===== src/rtl/micro_sequencer.sv =====
// Microprogram sequencer: sole writer of the control address register (CAR).
// Optional single-step hold after each retired instruction: `define SINGLE_STEP_EN.
module micro_sequencer #(
    parameter int unsigned SZ       = 22,
    parameter int unsigned N        = 7,
    parameter int unsigned STEP     = 4,
    parameter int unsigned OPW      = 4,
    parameter int unsigned WMFC_BIT = 8,
    parameter int unsigned SEL_BIT  = 16,
    parameter int unsigned END_BIT  = 21,
    parameter int unsigned TIMEOUT  = 15
) (
    input  logic           clk,
    input  logic           rst,
    input  logic           start,
    input  logic           halt_req,
    input  logic [OPW-1:0] opcode,
    input  logic [SZ-1:0]  cbr,
    input  logic           mfc,
    input  logic           step,
    output logic [N-1:0]   car,
    output logic           busy,
    output logic           stalled,
    output logic           instr_done,
    output logic           illegal_op,
    output logic           mem_timeout,
    output logic           seq_fault,
    output logic [15:0]    retired
);

`ifdef SINGLE_STEP_EN
    typedef enum logic [1:0] {S_IDLE, S_RUN, S_WAIT, S_STEP_HOLD} state_e;
`else
    typedef enum logic [1:0] {S_IDLE, S_RUN, S_WAIT} state_e;
`endif

    state_e       state_q;
    logic [N-1:0] car_q;
    logic         busy_q, stalled_q, done_q, ill_q, tmo_q, flt_q, halt_q;
    logic [15:0]  retired_q;
    logic [7:0]   cnt_q;

    logic         halt_pend, wmfc_stall, op_illegal, adv_en;
    logic [N-1:0] car_d;
    logic         done_d, ill_d, flt_d;
    state_e       next_state_d;
    logic         unused_bits;

    assign unused_bits = ^{cbr, step};
    assign halt_pend   = halt_q | halt_req;
    assign wmfc_stall  = cbr[WMFC_BIT] & ~mfc;
    assign op_illegal  = (32'(opcode) == 32'd0) || (32'(opcode) == 32'd8);
    assign adv_en      = ((state_q == S_RUN) && !wmfc_stall) || ((state_q == S_WAIT) && mfc);

    // Steps 2-4 of word execution, shared by RUN and by WAIT once mfc arrives.
    always_comb begin
        car_d        = car_q + 1'b1;
        done_d       = 1'b0;
        ill_d        = 1'b0;
        flt_d        = 1'b0;
        next_state_d = S_RUN;
        if (cbr[END_BIT]) begin
            car_d  = '0;
            done_d = 1'b1;
            if (halt_pend) begin
                next_state_d = S_IDLE;
            end else begin
`ifdef SINGLE_STEP_EN
                next_state_d = S_STEP_HOLD;
`else
                next_state_d = S_RUN;
`endif
            end
        end else if (cbr[SEL_BIT]) begin
            if (op_illegal) begin
                car_d = '0;
                ill_d = 1'b1;
            end else begin
                car_d = N'(32'(opcode) * STEP);
            end
        end else if (&car_q) begin
            flt_d = 1'b1;
        end
    end

    // The trailing adv_en block overrides the per-state defaults on advance cycles.
    always_ff @(posedge clk) begin
        if (rst) begin
            state_q   <= S_IDLE;
            car_q     <= '0;
            busy_q    <= 1'b0;
            stalled_q <= 1'b0;
            done_q    <= 1'b0;
            ill_q     <= 1'b0;
            tmo_q     <= 1'b0;
            flt_q     <= 1'b0;
            halt_q    <= 1'b0;
            retired_q <= '0;
            cnt_q     <= '0;
        end else begin
            done_q <= 1'b0;
            ill_q  <= 1'b0;
            tmo_q  <= 1'b0;
            flt_q  <= 1'b0;
            halt_q <= halt_pend;
            case (state_q)
                S_IDLE: begin
                    if (start) begin
                        state_q <= S_RUN;
                        busy_q  <= 1'b1;
                    end
                end
                S_RUN: begin
                    if (wmfc_stall) begin
                        state_q   <= S_WAIT;
                        stalled_q <= 1'b1;
                        cnt_q     <= 8'd1;
                    end
                end
                S_WAIT: begin
                    if (!mfc) begin
                        if (cnt_q == 8'(TIMEOUT)) begin
                            car_q     <= '0;
                            tmo_q     <= 1'b1;
                            stalled_q <= 1'b0;
                            state_q   <= S_RUN;
                        end else begin
                            cnt_q <= cnt_q + 8'd1;
                        end
                    end
                end
`ifdef SINGLE_STEP_EN
                S_STEP_HOLD: begin
                    if (halt_pend) begin
                        state_q <= S_IDLE;
                        halt_q  <= 1'b0;
                    end else if (step || start) begin
                        state_q <= S_RUN;
                        busy_q  <= 1'b1;
                    end
                end
`endif
                default: ;
            endcase
            if (adv_en) begin
                car_q     <= car_d;
                done_q    <= done_d;
                ill_q     <= ill_d;
                flt_q     <= flt_d;
                stalled_q <= 1'b0;
                state_q   <= next_state_d;
                busy_q    <= (next_state_d == S_RUN);
                if (done_d) begin
                    retired_q <= retired_q + 16'd1;
                    if (halt_pend) halt_q <= 1'b0;
                end
            end
        end
    end

    assign car         = car_q;
    assign busy        = busy_q;
    assign stalled     = stalled_q;
    assign instr_done  = done_q;
    assign illegal_op  = ill_q;
    assign mem_timeout = tmo_q;
    assign seq_fault   = flt_q;
    assign retired     = retired_q;

endmodule


===== config.mk =====
export PLATFORM = sky130hd
export DESIGN_NAME = micro_sequencer
export DESIGN_NICKNAME = d
export VERILOG_FILES = /design/src/rtl/micro_sequencer.sv
export SDC_FILE = /design/constraint.sdc
export NUM_CORES = 1
export LEC_CHECK = 0
export CAP_MARGIN = 20
export CORE_AREA = 3 3 67 69
export DETAILED_ROUTE_END_ITERATION = 12
export DIE_AREA = 0 0 70 72
export PLACE_DENSITY = 0.83
export SETUP_SLACK_MARGIN = 0.05
export SLEW_MARGIN = 20
export SYNTH_ARGS = -nofsm -noshare
export SYNTH_HDL_FRONTEND = slang
export SYNTH_SLANG_ARGS = --single-unit

===== constraint.sdc =====
create_clock -name clk -period 3.3 [get_ports clk]
set_input_delay 0.495 -clock clk [delete_from_list [all_inputs] [get_ports clk]]
set_output_delay 0.495 -clock clk [all_outputs]
set_load 0.1 [all_outputs]

# Yosys cells after proc, flatten, opt, wreduce, memory -nomap -nowiden

Cells that the tools add are included.

Add/subtract/negate cells: 3
Equal/unequal tests: 14
Mux-type cells: 32
Bitwise operators: 6
Reduce and logical (&&, ||, !) cells: 25

Operators with widths:

| kind                                                                    | count |
|---|---|
| 7-bit two-way mux                                                       | 6 |
| 8-bit two-way mux                                                       | 3 |
| 16-bit by 1-bit adder with 16-bit output, second input constant         | 1 |
| 8-bit one-hot mux with 2 select lines                                   | 1 |
| 1-bit two-way mux                                                       | 14 |
| 2-bit two-way mux                                                       | 5 |
| 2-bit nonzero test                                                      | 5 |
| 3-bit inequality test, second input constant                            | 3 |
| 8-bit by 1-bit adder with 8-bit output, second input constant           | 1 |
| 8-bit by 4-bit equality test with 1-bit output, second input constant   | 1 |
| 4-bit AND reduction                                                     | 2 |
| 4-bit OR reduction                                                      | 2 |
| 7-bit by 1-bit adder with 7-bit output, second input constant           | 1 |
| 7-bit AND reduction                                                     | 1 |
| 6-bit two-way mux                                                       | 1 |
| 2-bit inequality test, second input constant                            | 3 |
| 2-bit one-hot mux with 3 select lines                                   | 1 |
| 5-bit AND reduction                                                     | 1 |
| 2-bit by 1-bit equality test with 1-bit output, second input constant   | 2 |
| 4-bit equality test, second input constant                              | 1 |
| 4-bit zero test                                                         | 1 |
| 2-bit by 1-bit inequality test with 1-bit output, second input constant | 2 |
| 1-bit inverter                                                          | 4 |
| 2-bit AND reduction                                                     | 2 |
| other kinds (13)                                                        | 16 |

Flip-flop bits (word level): 40
Input port bits: 32
Logic and storage cells: 91

# Depth between registers and ports, before layout

Word-level depth: 7
Depth in mapped cells: 7

# Least setup slack after synthesis

Ideal clock, no wire load.

Path kind: flip-flop to flip-flop
Start point: reg retired_q[3] (netlist: retired[3])
End point: reg retired_q[9] (netlist: retired[9])
Library setup time: 121 ps
Data arrival time: 2215 ps
Slack: 964 ps
Cell stages (with the launch flop): 6
Buffers on the path: 1
Clock period less this slack: 2336 ps
Cells stage by stage: dfxtp_1 -> and4_1 -> buf_1 -> nand2_1 -> nor4b_1 -> mux2_2

Cells in the longest elaborated chain, start to end: 1

RTL lines:

| what                                     | RTL line | RTL |
|---|---|---|
| start, declared                          | 40       | `logic [15:0] retired_q;` |
| start signal, assigned                   | 154      | `retired_q <= retired_q + 16'd1;` |
| 16-bit by 1-bit adder with 16-bit output | 154      |  |

Every way passes these cells.
A chain may end at the register's enable or synchronous reset.

# Final worst setup path

Start point: reg retired_q[3] (netlist: retired[3])
End point: out retired[3]

RTL lines:

| what          | RTL line | RTL |
|---|---|---|
| end, declared | 28       | `output logic [15:0] retired` |

No word-level cell between the ends.

==> impl_metrics.tcl <==
set metrics [dict create \
    max_slew_margin_pct 34.0 \
    die_x_um 70 \
    hpwl_mm 3.15 \
    hold_depth 2 \
    netlist_area_mm2 0.00197 \
    ctsHoldBuffers 0 \
    cts_max_path_buffers 2 \
    track_usage_pct 18.3 \
    fin_cells 315 \
    r2r_setup_slack_ns 1.31 \
    synth_ff_type "dfxtp_1" \
    firstDrtPassIters 4 \
    syn_nets 264 \
    antenna_found_initial 0 \
    ys_async_sr_fraction_pct 0 \
    htree_levels 2 \
    maxCapViolations 0 \
    port-buffer-count 40 \
    power.density_mw_per_mm2 412 \
    drt_iter0_drc 133 \
    synthCells 229 \
    grt_first_pass_wirelength_mm 7.62 \
    post-route-min-period_ns 2.39 \
    grt_start_max_net_pins 33 \
    nets 299 \
    fin_skew_ns 0.00699 \
    area_growth_pct 26.6 \
    p_comb_share_pct 13.3 \
    dpl_cell_area_mm2 0.00239 \
    tightest_slew_ns 0.987 \
    cp_cell_sequence "clkdlybuf4s50_1" \
    fin_crit_sh_pct 72.3 \
    grt_pass1_vias 1720 \
    wl_mm 4.47 \
    arrival_ns 1.89 \
    yosysSeqAreaShare_pct 40.6 \
    route.vias.total 1877 \
    synth-seq-cells 40 \
    r2r-end "car[2]" \
    ios 61 \
    crit_type "reg -> out" \
    die_area_mm2 0.00504 \
    outcome "finished clean" \
    p_int_w 0.000759 \
    hold_violations 0 \
    cp_top_family "buffers and inverters" \
    wl_per_cell_um 14.2 \
    switching_share_pct 26.2 \
    synth_warnings 0 \
    cts_resized 0 \
    critPathMaxFanout 7 \
    drive_gt1_share_pct 8.68 \
    ant_nets 0 \
    hp-start "car[6]" \
    drc_errors 0 \
    regToRegStartpoint "cnt_q[4]" \
    clkTransAtPathRegs_ns 0.08 \
    design.core.area_mm2 0.00397 \
    start_util_pct 49.7 \
    cts_tree "built" \
    numCtsBuffers 5 \
    place_inst 307 \
    setup_tns_ns 0 \
    synth_cell_types 45 \
    clock.fmax_mhz 419 \
    whs_endpoint "seq_fault" \
    finalWeightedCongestion 0.839 \
    clkPwrFrac_pct 38.0 \
    cts_setup_buffers 0 \
    hold-worst-slack_ns 0.476 \
    setup_viol 0 \
    cts_sinks 40 \
    cts_root_buf "clkbuf_8" \
    clock_latency_ns 0.29 \
    dieHeight_um 72 \
    power.net_switching_w 0.000269 \
    cp-start-kind "register" \
    rsz0062_at_grt "false" \
    synth_edf_count 0 \
    grt-ovfl-total 0 \
    crit_buf_inv 1 \
    placementRows 23 \
    diodes 0 \
    avgSynthCellArea_um2 8.62 \
    cpPeakStageDelay_ns 1.17 \
    power_w 0.00103 \
    viasPerCell 5.96 \
    required_ns 2.80 \
    hp-class "reg -> reg" \
    slew_viol_final 0 \
    leakagePower_nw 0.827 \
    final_area_mm2 0.00250 \
    ir_worst_vdd_mv 0.335 \
    crit_path_end_kind "output port" \
    crit_path_top_delay_cell "clkdlybuf4s50_1" \
    worst_r2r_path_depth 4 \
    seq_power_share_pct 48.7 \
]
## cell usage in the layout, fill, tap and decap left out, drive strengths merged, types with 2 or more instances in the layout
master,n
or4,10
mux2,5
a21oi,16
nor3,12
nand3,15
buf,4
clkdlybuf4s50,39
o31ai,10
nor3b,2
nand4,5
nor2b,7
inv,8
nand2b,4
o221ai,4
a31oi,2
or3,3
a22oi,2
nor2,17
xor2,3
clkbuf,6
a211oi,4
nor4,3
o211ai,3
dfxtp,40
o21ai,7
ha,3
nand2,10
a22o,2
and3,2
or2,2
and4,4
## state kept, by name (all words and copies together), names as in the netlist
| signal | flops |
|---|---|
| retired | 16 |
| cnt_q | 8 |
| car | 7 |
| state_q | 2 |
| busy | 1 |
| halt_q | 1 |
| illegal_op | 1 |
| instr_done | 1 |
| mem_timeout | 1 |
| seq_fault | 1 |
| stalled | 1 |
## routing by layer
metal  GRT usage, %  routed length [um]  vias up
met1           23.7                2120      889
met2           29.8                2090       43
li1               -                   -      936
met3           4.57                 171        9
met4           7.02                  94        0
met5              0                   0        -
## tightest hold or removal path, stage by stage, from the launching register on
cell and delay [ns]:
dfxtp_1 0.34, nand2_1 0.06, nor2_1 0.03
## cell type report
type                    instances  area (um^2)
flip-flops and latches         40          801
repair buffers                 43          420
clock inverters                 2         35.0
clock buffers                   6         72.6
multi-input cells             166         1080
inverters                       8         30.0
fillers                       367         1470
well taps                      50         62.6
## power by group through the flow
stage | Combinational [W] | Clock, W | Sequential, W
2_1_floorplan | 0.0000570 | 0 | 0.000549
3_3_place_gp | 0.000134 | 0 | 0.000512
6_report | 0.000136 | 0.000391 | 0.000501
4_1_cts | 0.000136 | 0.000398 | 0.000501
3_5_place_dp | 0.000136 | 0 | 0.000512
5_1_grt | 0.000146 | 0.000422 | 0.000503
## through the flow
stage / setup WS (ns) / utilization, %
finish: 0.914 / 62.9
global route: 0.850 / 62.9
CTS: 0.906 / 62.9
detailed placement: 0.789 / 60.2
global placement: 0.822 / 60.2
floorplan: 0.964 / -
## Yosys cell counts, drive strengths merged, types with 5 or more instances
cell type | instances | area (um^2)
a21oi | 16 | 80.1
mux2 | 5 | 56.3
or4 | 10 | 78.8
nor3 | 12 | 60.1
o21ai | 7 | 35.0
nand4 | 5 | 31.3
nor2b | 7 | 43.8
o31ai | 10 | 75.1
nand3 | 15 | 75.1
nand2 | 10 | 37.5
nor2 | 17 | 63.8
clkbuf | 11 | 41.3
dfxtp | 40 | 801
inv | 8 | 30.0
## how the worst max path moves through the flow
| stage | start | endpoint | slack [ns] | cells after the start |
|---|---|---|---|---|
| detailed placement | mfc | cnt_q[4] | 0.79 | 5 |
| floorplan | retired[3] | retired[9] | 0.96 | 5 |
| global route | retired[3] | retired[3] | 0.85 | 1 |
| CTS | retired[3] | retired[3] | 0.91 | 1 |
| global placement | mfc | retired[15] | 0.82 | 6 |
| finish | retired[3] | retired[3] | 0.91 | 1 |
## cell families (layout without fill, tap and decap cells)
kind of cell,after synthesis,after routing,synth area share [%]
flops,40,40,40.6
simple gates,99,99,28.3
buf+inv,23,59,4.88
xor+xnor,3,3,1.33
compound gates,55,55,19.6
mux,6,6,3.36
fa+ha+maj,3,3,1.90
Power figures use the tool's default switching activity.
